==> src/rtl/div_seq.sv <==
// Radix-2 restoring divider for DIV/DIVU: one trial subtraction per clock,
// remainder to HI and quotient to LO after a sign fixup cycle.
module div_seq #(
   parameter int WIDTH = 32
) (
   input  logic             clk,
   input  logic             rst_n,
   input  logic             start,
   input  logic             is_signed,
   input  logic [WIDTH-1:0] dividend,
   input  logic [WIDTH-1:0] divisor,
   output logic             busy,
   output logic             done,
   output logic [WIDTH-1:0] quotient,
   output logic [WIDTH-1:0] remainder,
   output logic             div_by_zero
);
   localparam int CW = $clog2(WIDTH + 1);

   typedef enum logic [1:0] {IDLE, RUN, FIX, DONE} state_t;

   state_t           state, state_nx;
   logic [CW-1:0]    cnt;
   logic [WIDTH-1:0] rem, quo, dmag, dvd;
   logic             sign_q, sign_r, dz;
   logic             accept;
   logic [WIDTH-1:0] a_mag, b_mag;
   logic [WIDTH:0]   shifted;
   logic [WIDTH+1:0] trial;

   // Negating the most-negative value wraps to itself, which is its correct
   // unsigned magnitude.
   assign a_mag   = (is_signed && dividend[WIDTH-1]) ? -dividend : dividend;
   assign b_mag   = (is_signed && divisor[WIDTH-1])  ? -divisor  : divisor;
   assign shifted = {rem, quo[WIDTH-1]};
   // One extra bit beyond the shifted remainder so the sign of the trial is
   // unambiguous even for full-range unsigned divisors.
   assign trial   = {1'b0, shifted} - {2'b0, dmag};

   always_ff @(posedge clk or negedge rst_n) begin
      if (!rst_n) state <= IDLE;
      else        state <= state_nx;
   end

   always_comb begin
      state_nx = state;
      busy     = 1'b0;
      done     = 1'b0;
      accept   = 1'b0;
      case (state)
         IDLE: begin
            if (start) begin
               accept   = 1'b1;
               state_nx = RUN;
            end
         end
         RUN: begin
            busy = 1'b1;
            if (cnt == '0) state_nx = FIX;
         end
         FIX: begin
            busy     = 1'b1;
            state_nx = DONE;
         end
         DONE: begin
            done = 1'b1;
            if (start) begin
               accept   = 1'b1;
               state_nx = RUN;
            end else begin
               state_nx = IDLE;
            end
         end
         default: state_nx = IDLE;
      endcase
   end

   always_ff @(posedge clk or negedge rst_n) begin
      if (!rst_n) begin
         cnt         <= '0;
         rem         <= '0;
         quo         <= '0;
         dmag        <= '0;
         dvd         <= '0;
         sign_q      <= 1'b0;
         sign_r      <= 1'b0;
         dz          <= 1'b0;
         quotient    <= '0;
         remainder   <= '0;
         div_by_zero <= 1'b0;
      end else if (accept) begin
         cnt    <= CW'(WIDTH);
         rem    <= '0;
         quo    <= a_mag;
         dmag   <= b_mag;
         dvd    <= dividend;
         sign_q <= is_signed & (dividend[WIDTH-1] ^ divisor[WIDTH-1]);
         sign_r <= is_signed & dividend[WIDTH-1];
         dz     <= (divisor == '0);
      end else if (state == RUN && cnt != '0) begin
         cnt <= cnt - 1'b1;
         if (!trial[WIDTH+1]) begin
            rem <= trial[WIDTH-1:0];
            quo <= {quo[WIDTH-2:0], 1'b1};
         end else begin
            rem <= shifted[WIDTH-1:0];
            quo <= {quo[WIDTH-2:0], 1'b0};
         end
      end else if (state == FIX) begin
         div_by_zero <= dz;
         if (dz) begin
            quotient  <= '1;
            remainder <= dvd;
         end else begin
            quotient  <= sign_q ? -quo : quo;
            remainder <= sign_r ? -rem : rem;
         end
      end
   end

endmodule

==> config.mk <==
export PLATFORM = sky130hd
export DESIGN_NAME = div_seq
export DESIGN_NICKNAME = d
export VERILOG_FILES = /design/src/rtl/div_seq.sv
export SDC_FILE = /design/constraint.sdc
export NUM_CORES = 1
export LEC_CHECK = 0
export ABC_AREA = 0
export CAP_MARGIN = 20
export CORE_ASPECT_RATIO = 1.75
export CORE_UTILIZATION = 25
export DETAILED_ROUTE_END_ITERATION = 6
export PLACE_DENSITY_LB_ADDON = 0.12
export SYNTH_ARGS = -nofsm -noshare
export SYNTH_HDL_FRONTEND = slang
export SYNTH_SLANG_ARGS = --single-unit
==> constraint.sdc <==
create_clock -name clk -period 4.63 [get_ports clk]
set_clock_uncertainty 0.1 [all_clocks]
set_input_delay 0.926 -clock clk [delete_from_list [all_inputs] [get_ports clk]]
set_output_delay 0.926 -clock clk [all_outputs]
set_load 0.005 [all_outputs]
==> results.py <==
metrics = {
    "outcome": {
        "outcome": "complete, no violations",
    },
    "grt": {
        "grt_pass1_wl_um": 72160,
        "grt_use_total": 0.1749,
        "grt_most_used_layer": "met2",
        "grt_pass1_vias": 11940,
        "grt_antenna_before_repair": 1,
        "grt_use_met3": 0.01654,
        "use_met1": 0.1983,
        "grt_max_degree": 112,
        "grt_overflow_total": 0,
        "grtUsageMet2": 0.3387,
    },
    "route": {
        "drtIter0Drc": 774,
        "dr.pass1.iters": 7,
        "antenna_left": 0,
        "wirelength_um": 46620,
        "drc": 0,
        "wl_per_cell_um": 19.34,
        "via_count": 11870,
        "via_per_inst": 4.922,
    },
    "final_layout": {
        "area_growth_pct": 22.07,
        "register_area_um2": 5106,
        "multi_input_area_um2": 7471,
        "final_common_cell": "nand2_1",
        "most-common-layout-cells": "nand2_1 (319), dfrtp_1 (203), nor2_1 (149)",
        "layout-drive-gt1-share": 0.06387,
        "fin_nets": 1832,
        "fillers": 5635,
    },
    "placed_design": {
        "port_buffers": 134,
        "dp_hpwl_um": 36020,
        "gp_congestion": 0.8218,
        "place_ws_ns": 0.4092,
    },
    "sta": {
        "final_hold_viol_count": 0,
        "period_needed_ns": 3.631,
        "drv_slew": 0,
        "setup_viol": 0,
        "fin_crit_sh": 0.7842,
        "rsz0062_at_grt": "false",
        "whs_ns": 0.3055,
        "finalSetupTns_ns": 0,
        "relSlewSlack": 0.2657,
        "worst_slew_pin_slew_ns": 1.101,
        "fmax_ghz": 0.2754,
        "setup_ws_ns": 0.9991,
    },
    "clocking": {
        "cts_tree": "yes",
        "cts_buffers": 24,
        "hold_buffers": 0,
        "root_buffer": "clkbuf_16",
        "cts_resized": 0,
        "post_cts_buffers": 0,
        "cts_sinks": 204,
        "path_clk_slew_ns": 0.06,
        "cts_max_path_buffers": 3,
        "clk_latency_ns": 0.54,
        "cts-htree-levels": 1,
    },
    "floorplanning": {
        "core_area_um2": 51750,
        "start_util": 0.2541,
        "die_w_um": 175.4,
        "die-area_um2": 53560,
        "io_pins": 135,
        "num_rows": 110,
        "die_h_um": 305.4,
    },
    "worst_setup_path": {
        "critPathRequiredTime_ns": 4.92,
        "worst_path_max_delay_cell": "nor4b_1",
        "cp-start-kind": "input pin",
        "r2r-start": "quo[31]",
        "worstPathArrival_ns": 3.92,
        "r2r_slack_ns": 1.06,
        "endpoint_kind": "flop",
        "startpoint": "divisor[0]",
        "path_max_fanout": 5,
        "worst_path_largest_cell_delay_ns": 0.62,
        "cp_cell_sequence": "clkdlybuf4s50_1 > inv_1 > ha_1 > nor4b_1 > nand3_1 > nor2_1 > nand2_1 > nor4_2 > a21oi_1 > xnor2_1 > o21ai_0",
        "path_class": "in2reg",
    },
    "logic_synthesis": {
        "synthesis.instances": 1623,
        "seq_area_frac_synth": 0.3882,
        "ys_ff_latch": 204,
        "synth_edf_count": 0,
        "synth_fa_ha_area_frac": 0.04243,
        "synth_compound_area_frac": 0.2044,
        "synthArstFlopShare": 1.000,
        "yosys_warnings": 0,
        "synthSimpleGateAreaFrac": 0.2215,
        "syn_avg_cell_area_um2": 8.103,
        "synth_top_family_by_area": "simple AND/OR/NAND/NOR gates",
        "synth_area_um2": 13150,
        "synth-xor-area-share": 0.09190,
        "muxShareOfSynthArea": 0.006279,
        "ys.flop_type": "dfrtp_1",
        "synth.distinct_cells": 81,
        "syn_nets": 1735,
    },
    "run": {
        "drv_cap": 0,
    },
    "pwr": {
        "ir_worst_vdd_mv": 0.3140,
        "pwr_density_cell_nw_per_um2": 793.6,
        "leakagePower_uw": 0.006738,
        "p_total_uw": 12740,
    },
    "min_path": {
        "hp-class": "in2async",
    },
}
## where the power goes
part           switching (uW)  total (uW)  internal, uW
clock network             824        2020          1190
logic                    4240        7150          2910
registers                 933        3580          2640
total                    6000       12700          6740
## cell type report
cell class                      instances  area share
Antenna cell                            1   0.0001559
Clock buffer                           33     0.04209
Clock inverter                         11    0.008963
Inverter                               58     0.01356
Multi-Input combinational cell       1268      0.4654
Sequential cell                       204      0.3181
Tap cell                              672     0.05237
Timing Repair Buffer                  164     0.09945
## path summary, 6_finish.rpt
check	end	cells past startpoint
setup / recovery	dmag[30]	11
hold reg to reg	quotient[2]	2
max in group asynchronous	remainder[8]	2
hold / removal	dmag[0]	1
min in group clk	quotient[2]	2
setup reg to reg	rem[26]	12
## through the flow
stage | utilization | std cells | cell area (um2)
after floorplan | - | 1623 | 13150
after global placement | 0.2943 | 2366 | 15230
after detailed placement | 0.2943 | 2366 | 15230
after CTS | 0.3102 | 2410 | 16050
after global routing | 0.3102 | 2410 | 16050
final | 0.3102 | 2411 | 16050
## critical path, delay by kind of cell
kind	cells	cell delay [ns]
adders and majority gates	1	0.19
AOI/OAI and AO/OA	2	0.24
xor gates and xnor gates	1	0.16
buffers and inverters	2	0.54
and+or+nand+nor	5	1.86
## logic make-up after synthesis
| family | after synthesis |
|---|---|
| muxes | 8 |
| DFF | 204 |
| adders and majority gates | 44 |
| xor gates and xnor gates | 138 |
| buffers and inverters | 151 |
| and+or+nand+nor | 645 |
| AOI/OAI and AO/OA | 433 |
## metal layers
metal / vias up / wire, um
met1: 5709 / 18460
met2: 264 / 25440
met5: - / 0
li1: 5845 / -
met3: 49 / 1574
met4: 0 / 1150
## cells in the mapped netlist (11+ instances only)
| library cell | number | area, um2 |
|---|---|---|
| nand3_1 | 37 | 185.2 |
| dfrtp_1 | 204 | 5105 |
| xnor2_1 | 64 | 560.5 |
| clkbuf_1 | 72 | 270.3 |
| o31ai_1 | 20 | 150.1 |
| and3_1 | 22 | 137.6 |
| o21ai_0 | 142 | 710.7 |
| nand2_1 | 319 | 1197 |
| ha_1 | 43 | 538.0 |
| a21oi_1 | 114 | 570.6 |
| o41ai_1 | 11 | 96.34 |
| nand2b_1 | 11 | 68.82 |
| inv_1 | 58 | 217.7 |
| nor3_1 | 28 | 140.1 |
| a31oi_1 | 48 | 300.3 |
| xor2_1 | 74 | 648.1 |
| nor2_1 | 149 | 559.3 |
| o21ai_1 | 11 | 55.05 |
| or3_1 | 11 | 68.82 |
| o211ai_1 | 11 | 82.58 |
| nand4_1 | 12 | 75.07 |
## sequential cells by signal, summed over array words and instances, names as in the netlist, 2 cells and up
| signal | cells |
|---|---|
| cnt | 6 |
| dmag | 32 |
| dvd | 32 |
| quo | 32 |
| quotient | 32 |
| rem | 32 |
| remainder | 32 |
| state | 2 |
Note: power is estimated with default switching activity, not from simulation.
